--- src/rtl/em_stage_if.sv ---
// Data-memory port of the E/M stage: request/address/write data out, read data and ready back.
// The master side is the pipeline stage, the slave side is the memory.
interface em_stage_if;
    logic        DREQ;
    logic        DRW;
    logic [31:0] DADDR;
    logic [31:0] DWDATA;
    logic [31:0] DRDATA;
    logic        DRDY;

    modport master (output DREQ, DRW, DADDR, DWDATA, input DRDATA, DRDY);
    modport slave  (input DREQ, DRW, DADDR, DWDATA, output DRDATA, DRDY);
endinterface

--- src/rtl/em_stage.sv ---
// E/M pipeline register and data-memory sequencer feeding write-back; optional MEM_TIMEOUT_EN aborts stuck accesses.
// Latency: one edge into M, one edge into W, plus any memory wait states.
// Backpressure: StallM holds upstream while an access waits for DRDY; W receives bubbles meanwhile.
module em_stage #(
    parameter int TIMEOUT = 15,
    parameter int WCNT_W  = 16
) (
    input  logic              CLK,
    input  logic              RSTN,
    input  logic              EMFlush,
    input  logic              WEN_E,
    input  logic              Load_E,
    input  logic              DRW_E,
    input  logic              DREQ_E,
    input  logic [1:0]        SelWB_E,
    input  logic [4:0]        WA_E,
    input  logic [31:0]       ALUOUT_E,
    input  logic [31:0]       DOUT1_E,
    input  logic [31:0]       PCADD4_E,
    em_stage_if.master        mem,
    output logic              StallM,
    output logic              WEN_W,
    output logic [1:0]        SelWB_W,
    output logic [4:0]        WA_W,
    output logic [31:0]       ALUOUT_W,
    output logic [31:0]       RDATA_W,
    output logic [31:0]       PCADD4_W,
    output logic [WCNT_W-1:0] WaitCycles,
    output logic              MemErr
);
    localparam int TW = $clog2(TIMEOUT + 1);

    typedef enum logic {IDLE, ACCESS} state_t;

    state_t            state_q;
    logic              wen_m_q, drw_m_q;
    logic [1:0]        sel_m_q;
    logic [4:0]        wa_m_q;
    logic [31:0]       alu_m_q, dout_m_q, pc_m_q;
    logic              wen_w_q;
    logic [1:0]        sel_w_q;
    logic [4:0]        wa_w_q;
    logic [31:0]       alu_w_q, rdata_w_q, pc_w_q;
    logic [WCNT_W-1:0] wait_q, wait_d;
    logic [TW-1:0]     wcnt_q, wcnt_d;
    logic              memerr_q;
    logic              timeout, advance, rd_access;

    // Read vs write is fully encoded by DREQ/DRW, so the load flag carries no extra information.
    logic unused_load;
    assign unused_load = Load_E;

`ifdef MEM_TIMEOUT_EN
    assign timeout = (state_q == ACCESS) && !mem.DRDY && (wcnt_q == TW'(TIMEOUT));
`else
    logic unused_wcnt;
    assign unused_wcnt = ^wcnt_q;
    assign timeout     = 1'b0;
`endif

    assign StallM    = (state_q == ACCESS) && !mem.DRDY && !timeout;
    assign advance   = !StallM;
    assign rd_access = (state_q == ACCESS) && !drw_m_q && !timeout;

    assign wait_d = (wait_q == {WCNT_W{1'b1}}) ? wait_q : wait_q + 1'b1;
    assign wcnt_d = (wcnt_q == {TW{1'b1}})     ? wcnt_q : wcnt_q + 1'b1;

    assign mem.DREQ   = (state_q != ACCESS);
    assign mem.DRW    = drw_m_q;
    assign mem.DADDR  = alu_m_q;
    assign mem.DWDATA = dout_m_q;

    assign WEN_W      = wen_w_q;
    assign SelWB_W    = sel_w_q;
    assign WA_W       = wa_w_q;
    assign ALUOUT_W   = alu_w_q;
    assign RDATA_W    = rdata_w_q;
    assign PCADD4_W   = pc_w_q;
    assign WaitCycles = wait_q;
    assign MemErr     = memerr_q;

    always_ff @(posedge CLK or negedge RSTN) begin
        if (!RSTN) begin
            state_q   <= IDLE;
            wen_m_q   <= 1'b1;
            drw_m_q   <= 1'b0;
            sel_m_q   <= '0;
            wa_m_q    <= '0;
            alu_m_q   <= '0;
            dout_m_q  <= '0;
            pc_m_q    <= '0;
            wen_w_q   <= 1'b1;
            sel_w_q   <= '0;
            wa_w_q    <= '0;
            alu_w_q   <= '0;
            rdata_w_q <= '0;
            pc_w_q    <= '0;
            wait_q    <= '0;
            wcnt_q    <= '0;
            memerr_q  <= 1'b0;
        end else if (advance) begin
            // Retire M into W and refill M in the same edge, so accesses can run back to back.
            wen_w_q   <= wen_m_q;
            sel_w_q   <= sel_m_q;
            wa_w_q    <= wa_m_q;
            alu_w_q   <= alu_m_q;
            pc_w_q    <= pc_m_q;
            rdata_w_q <= rd_access ? mem.DRDATA : 32'd0;
            wcnt_q    <= '0;
            if (timeout) memerr_q <= 1'b1;
            if (EMFlush) begin
                state_q  <= IDLE;
                wen_m_q  <= 1'b1;
                drw_m_q  <= 1'b0;
                sel_m_q  <= '0;
                wa_m_q   <= '0;
                alu_m_q  <= '0;
                dout_m_q <= '0;
                pc_m_q   <= '0;
            end else begin
                state_q  <= DREQ_E ? IDLE : ACCESS;
                wen_m_q  <= WEN_E;
                drw_m_q  <= DRW_E;
                sel_m_q  <= SelWB_E;
                wa_m_q   <= WA_E;
                alu_m_q  <= ALUOUT_E;
                dout_m_q <= DOUT1_E;
                pc_m_q   <= PCADD4_E;
            end
        end else begin
            wen_w_q   <= 1'b1;
            sel_w_q   <= '0;
            wa_w_q    <= '0;
            alu_w_q   <= '0;
            rdata_w_q <= '0;
            pc_w_q    <= '0;
            wait_q    <= wait_d;
            wcnt_q    <= wcnt_d;
        end
    end
endmodule

--- src/flat_wrapper.sv ---
// flat-port wrapper written by rule: the top's interface ports become plain ports
module em_stage_flat 
#(
    parameter int TIMEOUT = 15,
    parameter int WCNT_W  = 16
)
  (CLK, RSTN, EMFlush, WEN_E, Load_E, DRW_E, DREQ_E, SelWB_E, WA_E, ALUOUT_E, DOUT1_E, PCADD4_E, StallM, WEN_W, SelWB_W, WA_W, ALUOUT_W, RDATA_W, PCADD4_W, WaitCycles, MemErr, mem_DREQ, mem_DRW, mem_DADDR, mem_DWDATA, mem_DRDATA, mem_DRDY);
  em_stage_if mem_i ();
  input  logic CLK;
  input  logic RSTN;
  input  logic EMFlush;
  input  logic WEN_E;
  input  logic Load_E;
  input  logic DRW_E;
  input  logic DREQ_E;
  input  logic [1:0] SelWB_E;
  input  logic [4:0] WA_E;
  input  logic [31:0] ALUOUT_E;
  input  logic [31:0] DOUT1_E;
  input  logic [31:0] PCADD4_E;
  output logic StallM;
  output logic WEN_W;
  output logic [1:0] SelWB_W;
  output logic [4:0] WA_W;
  output logic [31:0] ALUOUT_W;
  output logic [31:0] RDATA_W;
  output logic [31:0] PCADD4_W;
  output logic [WCNT_W-1:0] WaitCycles;
  output logic MemErr;
  output wire logic [$bits(mem_i.DREQ)-1:0] mem_DREQ;
  output wire logic [$bits(mem_i.DRW)-1:0] mem_DRW;
  output wire logic [$bits(mem_i.DADDR)-1:0] mem_DADDR;
  output wire logic [$bits(mem_i.DWDATA)-1:0] mem_DWDATA;
  input wire logic [$bits(mem_i.DRDATA)-1:0] mem_DRDATA;
  input wire logic [$bits(mem_i.DRDY)-1:0] mem_DRDY;
  assign mem_DREQ = mem_i.DREQ;
  assign mem_DRW = mem_i.DRW;
  assign mem_DADDR = mem_i.DADDR;
  assign mem_DWDATA = mem_i.DWDATA;
  assign mem_i.DRDATA = mem_DRDATA;
  assign mem_i.DRDY = mem_DRDY;
  em_stage #(.TIMEOUT(TIMEOUT), .WCNT_W(WCNT_W)) u_core (.CLK(CLK), .RSTN(RSTN), .EMFlush(EMFlush), .WEN_E(WEN_E), .Load_E(Load_E), .DRW_E(DRW_E), .DREQ_E(DREQ_E), .SelWB_E(SelWB_E), .WA_E(WA_E), .ALUOUT_E(ALUOUT_E), .DOUT1_E(DOUT1_E), .PCADD4_E(PCADD4_E), .mem(mem_i), .StallM(StallM), .WEN_W(WEN_W), .SelWB_W(SelWB_W), .WA_W(WA_W), .ALUOUT_W(ALUOUT_W), .RDATA_W(RDATA_W), .PCADD4_W(PCADD4_W), .WaitCycles(WaitCycles), .MemErr(MemErr));
endmodule
--- config.mk ---
export PLATFORM = sky130hd
export DESIGN_NAME = em_stage_flat
export DESIGN_NICKNAME = d
export VERILOG_FILES = /design/src/rtl/em_stage_if.sv /design/src/rtl/em_stage.sv /design/src/flat_wrapper.sv
export SDC_FILE = /design/constraint.sdc
export NUM_CORES = 1
export LEC_CHECK = 0
export BUFFER_PORTS_ARGS = -buffer_cell sky130_fd_sc_hd__buf_2
export CORE_ASPECT_RATIO = 0.75
export CORE_UTILIZATION = 30
export CTS_CLUSTER_SIZE = 10
export DETAILED_ROUTE_END_ITERATION = 10
export GPL_TIMING_DRIVEN = 0
export MAX_ROUTING_LAYER = met4
export REMOVE_ABC_BUFFERS = 1
export SLEW_MARGIN = 20
export SYNTH_ARGS = -nofsm -noshare
export SYNTH_HDL_FRONTEND = slang
export SYNTH_SLANG_ARGS = --single-unit
--- constraint.sdc ---
create_clock -name CLK -period 3 [get_ports CLK]
set_input_delay 0.3 -clock CLK [delete_from_list [all_inputs] [get_ports CLK]]
set_output_delay 0.3 -clock CLK [all_outputs]
set_load 0.02 [all_outputs]
==> impl_metrics.py, run 1 <==
metrics = {
    "outcome": {
        "status": "finished clean",
    },
    "critical_path": {
        "path_delay_family": "buffers and inverters",
        "path_max_fanout": 66,
        "cpPeakStageDelay_ns": 0.42,
        "r2r_start": "u_core.state_q",
        "cp.required_ns": 2.70,
        "cp_slowest_cell": "dfrtp_1",
        "crit_type": "register to primary output",
        "path_cells": "nand2b_4 -> buf_12 -> clkinv_4 -> buf_16 -> buf_2",
        "r2r_cells": 5,
        "r2r-end": "u_core.WaitCycles[1]",
        "critPathArrivalTime_ns": 2.47,
        "rrSetupSlack_ns": 0.80,
        "critPathLaunchType": "register",
        "end_kind": "primary output",
        "crit_buf_inv": 4,
    },
    "routing": {
        "viasPerCell": 4.266,
        "wl_mm": 22.78,
        "drt_iter0_drc": 222,
        "drt-wirelength-per-cell_um": 14.35,
        "drc": 0,
        "dr.pass1.iters": 5,
        "ant_nets": 0,
        "routed-via-count": 6770,
    },
    "yosys": {
        "netlist.area_leader.share": 0.6592,
        "synthCells": 752,
        "yosys.area_share.simple": 0.2856,
        "synth_top_cell_by_area": "dfrtp_1",
        "synth_seq_area_share": 0.6654,
        "synthDistinctLibCells": 32,
        "syn_area_per_cell_sq_um": 11.31,
        "synth_area_sq_um": 8503,
        "synth_top_family_by_area": "simple AND/OR/NAND/NOR gates",
        "synth.area.top_cells": "dfrtp_1, nand2_1, nand3b_1",
        "synthMuxAreaShare": 0.001324,
        "yosys_warnings": 0,
        "synthXorXnorAreaFrac": 0.01545,
        "yosys.area_share.adder": 0.001471,
        "ys_ff_latch": 226,
        "synth_compound_area_frac": 0.005444,
    },
    "clock_tree": {
        "cts_tree": "built",
        "htree_levels": 1,
        "cts_resized": 0,
        "root_buffer": "clkbuf_16",
        "cts_max_path_buffers": 3,
        "post_cts_buffers": 0,
        "path_clk_slew_ns": 0.06,
        "worst_skew_pair.late_latency_ns": 0.53,
        "cts_buffers": 26,
        "cts.sinks": 226,
    },
    "timing": {
        "hold_violations": 0,
        "fin_skew_ns": 0.01192,
        "min_period_ns": 2.770,
        "maxSlewViolCount": 0,
        "setup-tns-final_ns": 0,
        "timing.final.crit_share": 0.9235,
        "tightest_slew_ns": 0.7479,
        "rsz0062_at_grt": "no",
        "fmax_mhz": 361.0,
        "relSlewSlack": 0.4997,
        "setup_viol": 0,
    },
    "power_and_ir_drop": {
        "combPwrFrac": 0.162,
        "intPower_uw": 5480,
        "switching_share": 0.2762,
        "power.share.sequential": 0.456,
        "clockPowerShare": 0.381,
        "p_switching_uw": 2091,
        "p_per_area_nw_per_um2": 601.8,
        "vdd_drop_max_mv": 0.3361,
        "leakage_uw": 0.006761,
    },
    "placement": {
        "place_congestion": 0.7678,
        "port_buffers": 328,
        "hpwl_mm": 14.50,
    },
    "flow_run": {
        "cap_viol_max_count": 0,
    },
    "die": {
        "placementRows": 52,
        "ioPinCount": 331,
        "die_h_um": 147.8,
        "core-area_sq_um": 27390,
        "die-area_sq_um": 29030,
        "fp.dieW_um": 196.4,
        "initial_core_util": 0.3104,
    },
    "final_layout": {
        "final_cell_mix": "buf_2, dfrtp_1, nand2_1",
        "final_nets": 1331,
        "final_common_cell": "buf_2",
        "drive_gt1_frac": 0.3099,
        "area_delta_synth_final_pct": 47.97,
        "fin_util": 0.4593,
    },
    "global_route": {
        "grt.total_usage": 0.1595,
        "grt_pass1_vias": 6955,
        "overflow": 0,
        "grt_antenna_before_repair": 0,
        "grt_max_degree": 97,
        "grt_pass1_wl_mm": 36.40,
    },
    "worst_hold_path": {
        "hp-class": "input pin to register",
        "min_path_cells": 3,
        "min_from": "ALUOUT_E[10]",
        "hold-path-endpoint": "u_core.mem.DADDR[10]",
    },
}
-- final cells by class --
cell class / count / area (sq um)
Fill cell: 2569 / 14810
Tap cell: 378 / 473.0
Timing Repair Buffer: 454 / 3024
Inverter: 5 / 23.77
Antenna cell: 2 / 5.005
Sequential cell: 226 / 5658
Clock buffer: 48 / 754.5
Multi-Input combinational cell: 474 / 2644
-- state kept, by name, indices dropped and copies added, names as in the netlist, 2 cells and up --
signal,cells
u_core.ALUOUT_W,32
u_core.PCADD4_W,32
u_core.RDATA_W,32
u_core.SelWB_W,2
u_core.WA_W,5
u_core.WaitCycles,16
u_core.mem.DADDR,32
u_core.mem.DWDATA,32
u_core.pc_m_q,32
u_core.sel_m_q,2
u_core.wa_m_q,5
-- repair_timing --
| action | CTS | global route |
|---|---|---|
| hold buffers | 118 | 0 |
| endpoints found under the setup margin | 0 | 0 |
| hold endpoints to repair | 169 | 0 |
-- metrics by stage --
stage / area, sq um / power, uW / instances / worst slack [ns] / hold WS [ns]
after floorplan: 8312 / 4082 / 705 / -3.113 / 0.004409
after global placement: 10430 / 4595 / 1411 / -7.369 / 0.4400
after detailed placement: 10640 / 4633 / 1419 / 0.6460 / 0.2416
after CTS: 12580 / 7704 / 1585 / 0.09558 / 0.0005334
after global routing: 12580 / 7948 / 1585 / 0.02448 / 0.01302
final: 12580 / 7572 / 1587 / 0.2296 / 0.02615
-- cells by family (layout without fill, tap and decap cells) --
kind of cell | Yosys count | in the layout
buffers and inverters | 52 | 507
AOI/OAI and AO/OA | 4 | 4
and+or+nand+nor | 452 | 452
xor gates and xnor gates | 15 | 15
DFF | 226 | 226
muxes | 1 | 1
adders and majority gates | 1 | 1
other | 1 | 3
-- worst min-delay path: cells and delay by family --
kind / cells / cell delay [ns]
buffers and inverters: 1 / 0.08
AND/OR/NAND/NOR: 2 / 0.14
-- power by group through the flow --
stage	Combinational, uW	Sequential (uW)	Clock (uW)
4_1_cts	1250	3460	3000
2_1_floorplan	323	3760	0
3_5_place_dp	1130	3510	0
5_1_grt	1340	3490	3110
3_3_place_gp	1090	3500	0
6_report	1230	3460	2890
-- per-layer routing --
| metal | track usage | vias to the layer above | wire length (um) |
|---|---|---|---|
| li1 | - | 3269 | - |
| met5 | - | - | 0 |
| met1 | 0.2060 | 3246 | 10300 |
| met4 | 0.03281 | 0 | 427 |
| met2 | 0.2525 | 225 | 10420 |
| met3 | 0.04175 | 30 | 1630 |
-- how the worst max path moves through the flow --
stage / start / end / slack (ns) / depth (start not counted)
after floorplan: mem_DRDY / u_core.WaitCycles[1] / -3.11 / 4
after global placement: mem_DRDY / u_core.WaitCycles[1] / -7.37 / 5
after detailed placement: mem_DRDY / StallM / 0.65 / 6
after CTS: u_core.state_q / StallM / 0.1 / 5
after global routing: u_core.state_q / StallM / 0.02 / 5
final: u_core.state_q / StallM / 0.23 / 5
-- synthesized netlist by cell type --
master	instances
xor2_1	10
dfrtp_1	224
nor4_2	2
nor3_1	3
ha_1	1
o21ai_0	2
nand3b_1	104
and2_1	103
nand4_2	2
nand3_1	5
nand2_1	214
clkbuf_1	39
or3_1	1
conb_1	1
nand2b_1	2
o2111ai_1	1
and3_1	1
clkinv_2	1
nand4_1	3
dfstp_2	2
nor2_1	7
mux2_1	1
nand3_2	1
o41ai_4	1
inv_1	4
xnor2_1	5
buf_1	3
buf_2	3
buf_6	1
and4_1	2
buf_4	1
nor4_1	2
(Power assumes the default switching activity.)
==> run 2, diff against run 1 <==
--- a/config.mk
+++ b/config.mk
@@ -12,7 +12,6 @@
 export DETAILED_ROUTE_END_ITERATION = 10
 export GPL_TIMING_DRIVEN = 0
 export MAX_ROUTING_LAYER = met4
-export REMOVE_ABC_BUFFERS = 1
 export SLEW_MARGIN = 20
 export SYNTH_ARGS = -nofsm -noshare
 export SYNTH_HDL_FRONTEND = slang
==> run 2 against run 1 <==
Net effect:
- sequential power about the same
- critical path depth increased by 1
- power increased by 0.74%
- worst hold slack got worse by 0.0048 ns
- first-iteration DRC count increased by 25%
- critical endpoint is now u_core.mem.DWDATA[3]
- final cell count increased by 2.3%
==> impl_metrics.py, run 2 (synthesized netlist as in run 1, its figures left out) <==
metrics = {
    "outcome": {
        "status": "finished clean",
    },
    "timing": {
        "relSlewSlack": 0.3840,
        "rsz0062_at_grt": "no",
        "timing.final.ws_setup_ns": 0.4742,
        "hold_violations": 0,
        "maxSlewViolCount": 0,
        "timing.final.crit_share": 0.8419,
        "holdWs_ns": 0.02132,
        "setup_viol": 0,
        "min_period_ns": 2.526,
        "fmax_mhz": 395.9,
        "tightest_slew_ns": 0.9240,
        "fin_skew_ns": 0.01114,
    },
    "global_route": {
        "gr-max-usage-layer": "met2",
        "grtUsageMet3": 0.04928,
        "grt_use_met2": 0.2851,
        "grt_pass1_vias": 7023,
        "gr-usage-met1": 0.2242,
        "overflow": 0,
        "grt_pass1_wl_mm": 39.05,
        "grt_antenna_before_repair": 1,
        "grt_max_degree": 95,
        "grt.total_usage": 0.1786,
    },
    "clock_tree": {
        "cts_buffers": 27,
        "cts.sinks": 226,
        "cts_max_path_buffers": 3,
        "cts_tree": "built",
        "cts_resized": 0,
        "path_clk_slew_ns": 0.06,
        "htree_levels": 1,
        "root_buffer": "clkbuf_16",
        "worst_skew_pair.late_latency_ns": 0.52,
    },
    "critical_path": {
        "r2r_start": "u_core.state_q",
        "critPathLaunchType": "register",
        "cp.required_ns": 3.47,
        "end_kind": "register",
        "crit_type": "register to register",
        "r2r_cells": 6,
        "path_max_fanout": 10,
        "r2r-end": "u_core.mem.DWDATA[3]",
        "rrSetupSlack_ns": 0.47,
        "critPathArrivalTime_ns": 2.99,
    },
    "routing": {
        "viasPerCell": 4.259,
        "dr.pass1.iters": 4,
        "drt_iter0_drc": 277,
        "ant_nets": 0,
        "wl_mm": 25.37,
        "routed-via-count": 6916,
        "drc": 0,
        "drt-wirelength-per-cell_um": 15.62,
    },
    "power_and_ir_drop": {
        "power.share.sequential": 0.453,
        "switching_share": 0.2775,
        "p_per_area_nw_per_um2": 601.9,
        "p_switching_uw": 2116,
        "clockPowerShare": 0.383,
        "leakage_uw": 0.006788,
        "intPower_uw": 5511,
        "vdd_drop_max_mv": 0.3842,
        "combPwrFrac": 0.164,
    },
    "die": {
        "fp.dieW_um": 196.4,
        "placementRows": 52,
        "die-area_sq_um": 29030,
        "initial_core_util": 0.3104,
        "die_h_um": 147.8,
        "core-area_sq_um": 27390,
        "ioPinCount": 331,
    },
    "placement": {
        "place_congestion": 0.8080,
        "pre_cts_ws_ns": 0.3202,
        "hpwl_mm": 17.45,
        "port_buffers": 327,
    },
    "worst_hold_path": {
        "min_path_cells": 3,
        "hold-path-endpoint": "u_core.mem.DWDATA[7]",
        "min_from": "DOUT1_E[7]",
        "hp-class": "input pin to register",
    },
    "final_layout": {
        "final_nets": 1377,
        "fin_util": 0.4627,
        "fillers": 2505,
        "area_delta_synth_final_pct": 49.04,
        "drive_gt1_frac": 0.3004,
        "final_cell_mix": "buf_2, dfrtp_1, nand2_1",
        "final_common_cell": "buf_2",
    },
    "yosys": {
        "postSynthNetCount": 896,
    },
    "flow_run": {
        "cap_viol_max_count": 0,
    },
}
[run 2: changes by cell type in the layout (fill, tap and decap cells not counted), moves of 2 or more]
| cell | change |
|---|---|
| buf_2 | +3 |
| clkbuf_8 | +3 |
| buf_16 | -3 |
| dlygate4sd3_1 | +5 |
| clkbuf_1 | +28 |
| buf_12 | -2 |
| buf_1 | +3 |
[run 2: through the flow]
step	cell area, sq um	total power (uW)	instances	setup TNS (ns)
2_1_floorplan	8503	4106	752	0
3_3_place_gp	10610	4623	1457	-541.60
3_5_place_dp	10680	4646	1459	0
4_1_cts	12670	7739	1623	0
5_1_grt	12670	7988	1624	0
6_report	12670	7628	1624	0
[run 2: per-layer routing]
metal,wire (um),share of wire
met5,0,0
met4,599,0.024
met3,1751,0.069
met2,11810,0.47
met1,11210,0.44
[run 2: how the worst max path moves through the flow]
stage / from / end / slack [ns]
2_1_floorplan: u_core.WaitCycles[0] / u_core.WaitCycles[1] / 1.22
3_3_place_gp: RSTN / u_core.mem.DWDATA[16] / -2.43
3_5_place_dp: u_core.state_q / u_core.mem.DWDATA[3] / 0.32
4_1_cts: u_core.state_q / u_core.mem.DWDATA[3] / 0.30
5_1_grt: u_core.state_q / u_core.mem.DWDATA[3] / 0.24
6_report: u_core.state_q / u_core.mem.DWDATA[3] / 0.47
[run 2: layout make-up]
class,instances,area (sq um),area share
clock buffers,40,754.5,0.05953
clock inverters,1,7.507,0.0005924
inverters,5,20.02,0.001580
repair buffers,452,2933,0.2314
diodes,1,2.502,0.0001975
plain buffers,47,191.4,0.01511
multi-input cells,474,2634,0.2078
flip-flops and latches,226,5658,0.4464
well taps,378,473.0,0.03732
[run 2: critical path, cell delays in order (launching register included)]
cell and delay (ns):
dfrtp_1 0.43, nand2b_1 0.09, buf_2 0.30, clkbuf_1 0.74, clkbuf_1 0.59, nand3b_1 0.21, nand2_1 0.11
[run 2: repair_timing]
action	in CTS	in global routing
setup buffers	0	0
endpoints found under the hold margin	164	0
hold buffers	123	0
[run 2: power by group through the flow]
| stage | registers, uW | clock network, uW | logic (uW) |
|---|---|---|---|
| floorplan | 3760 | 0 | 346 |
| global placement | 3510 | 0 | 1120 |
| detailed placement | 3510 | 0 | 1140 |
| CTS | 3460 | 3010 | 1270 |
| global route | 3490 | 3130 | 1360 |
| finish | 3460 | 2920 | 1250 |
==> run 3, diff against run 2 <==
==> constraint.sdc (replaced) <==
create_clock -name CLK -period 2.6 [get_ports CLK]
set_input_delay 0.26 -clock CLK [delete_from_list [all_inputs] [get_ports CLK]]
set_output_delay 0.26 -clock CLK [all_outputs]
set_load 0.02 [all_outputs]
==> run 3 against run 2 <==
Net effect:
- sequential share of layout area shrank 0.47 points
- clock-buffer cell count unchanged
- clock power grew 15%
- worst hold slack improved by 0.0071 ns
- power up 16%
- via count rose by 1.0%
- combinational power up 17%
- non-clock buffer count increased by 13
- utilization rose by 0.49 points
- routed wire length is 1.3% higher
- clock skew about the same
- final cell count rose by 0.80%
- largest cell class unchanged
==> impl_metrics.py, run 3 (synthesized netlist as in run 1, its figures left out) <==
metrics = {
    "clock_tree": {
        "path_clk_slew_ns": 0.06,
        "cts_tree": "built",
        "cts.sinks": 226,
        "worst_skew_pair.late_latency_ns": 0.52,
        "root_buffer": "clkbuf_16",
        "cts_max_path_buffers": 3,
        "cts_buffers": 27,
        "htree_levels": 1,
        "post_cts_buffers": 0,
    },
    "critical_path": {
        "crit_type": "register to primary output",
        "critPathLaunchType": "register",
        "rrSetupSlack_ns": 0.37,
        "critPathArrivalTime_ns": 2.10,
        "path_max_fanout": 10,
        "cp.required_ns": 2.34,
        "end_kind": "primary output",
    },
    "routing": {
        "drc": 0,
        "wl_mm": 25.69,
        "drt_iter0_drc": 281,
        "ant_nets": 0,
        "routed-via-count": 6988,
        "drt-wirelength-per-cell_um": 15.70,
        "viasPerCell": 4.269,
        "dr.pass1.iters": 5,
    },
    "timing": {
        "relSlewSlack": 0.5622,
        "setup_viol": 0,
        "timing.final.crit_share": 0.9075,
        "timing.final.ws_setup_ns": 0.2406,
        "fmax_mhz": 423.8,
        "maxSlewViolCount": 0,
        "tightest_slew_ns": 0.6567,
        "min_period_ns": 2.359,
        "rsz0062_at_grt": "no",
        "hold_violations": 0,
        "setup-tns-final_ns": 0,
        "fin_skew_ns": 0.01072,
    },
    "placement": {
        "pre_cts_ws_ns": -0.07983,
        "port_buffers": 327,
        "place_congestion": 0.8080,
        "dp.cells": 1459,
        "hpwl_mm": 17.45,
    },
    "global_route": {
        "grt_pass1_wl_mm": 39.59,
        "overflow": 0,
        "grt_antenna_before_repair": 1,
        "grt_max_degree": 95,
        "grt.total_usage": 0.1809,
        "grt_pass1_vias": 7136,
    },
    "final_layout": {
        "multiInputGateArea_sq_um": 2634,
        "final_cell_mix": "buf_2, dfrtp_1, nand2_1",
        "final_nets": 1390,
        "drive_gt1_frac": 0.2981,
        "area_delta_synth_final_pct": 50.63,
        "seqCellArea_sq_um": 5658,
        "final_common_cell": "buf_2",
        "instances_no_fill": 1637,
        "fillers": 2477,
    },
    "power_and_ir_drop": {
        "p_total_uw": 8821,
        "vdd_drop_max_mv": 0.4433,
        "leakage_uw": 0.006845,
        "p_per_area_nw_per_um2": 688.7,
    },
    "yosys": {
        "postSynthNetCount": 896,
    },
    "worst_hold_path": {
        "hp-class": "input pin to register",
    },
    "die": {
        "ioPinCount": 331,
        "placementRows": 52,
        "fp.dieW_um": 196.4,
        "die_h_um": 147.8,
        "die-area_sq_um": 29030,
        "initial_core_util": 0.3104,
        "core-area_sq_um": 27390,
    },
    "flow_run": {
        "cap_viol_max_count": 0,
    },
    "outcome": {
        "status": "finished clean",
    },
}
run 3: critical path, stage by stage, from the launching register on:
cell and delay [ns]:
dfrtp_1 0.43, nand2b_1 0.09, buf_2 0.32, clkinv_4 0.19
clkbuf_1 0.29, buf_2 0.24
run 3: routing by layer:
layer / vias to the layer above / wire [um] / share of wire / track usage
met3: 48 / 1708 / 0.066 / 0.04860
met1: 3312 / 11340 / 0.44 / 0.2258
met4: 0 / 733 / 0.029 / 0.05195
li1: 3373 / - / - / -
met5: - / 0 / 0 / -
met2: 255 / 11910 / 0.46 / 0.2881
run 3: final timing paths:
| path | startpoint | endpoint | cells after the start |
|---|---|---|---|
| setup / recovery | u_core.state_q | StallM | 5 |
| hold / removal | DOUT1_E[3] | u_core.mem.DWDATA[3] | 3 |
| setup reg to reg | u_core.state_q | u_core.mem.DWDATA[3] | 6 |
| hold reg to reg | u_core.wen_m_q | u_core.wen_m_q | 2 |
| max in group asynchronous | RSTN | u_core.PCADD4_W[17] | 3 |
| min in group asynchronous | RSTN | u_core.ALUOUT_W[10] | 2 |
run 3: repair_timing:
item	in CTS	in global routing
hold buffers	136	0
endpoints found under the hold margin	177	0
gates resized for setup	2	0
endpoints found under the setup margin	9	0
run 3: where the power goes:
part | internal, uW | leakage, uW | total [uW] | switching (uW)
Sequential | 3810 | 0.00296 | 3990 | 180
Combinational | 592 | 0.00352 | 1460 | 869
Clock | 1970 | 0.000366 | 3370 | 1400
run 3: metrics by stage:
stage / utilization / instance area (sq um) / hold WS [ns]
floorplan: - / 8503 / -0.03559
global placement: 0.3874 / 10610 / 0.4414
detailed placement: 0.3898 / 10680 / 0.1863
CTS: 0.4675 / 12810 / 0.0007939
global route: 0.4676 / 12810 / 0.01982
finish: 0.4676 / 12810 / 0.02837
run 3: layout make-up:
cell class                 count  share of cell area
clock buffer                  40             0.05890
antenna                        1           0.0001954
buffer                        47             0.01504
inverter                       5            0.001856
tap                          378             0.03693
timing repair buffer         465              0.2391
clock inverter                 1           0.0005861
multi-input combinational    474              0.2056
sequential                   226              0.4417
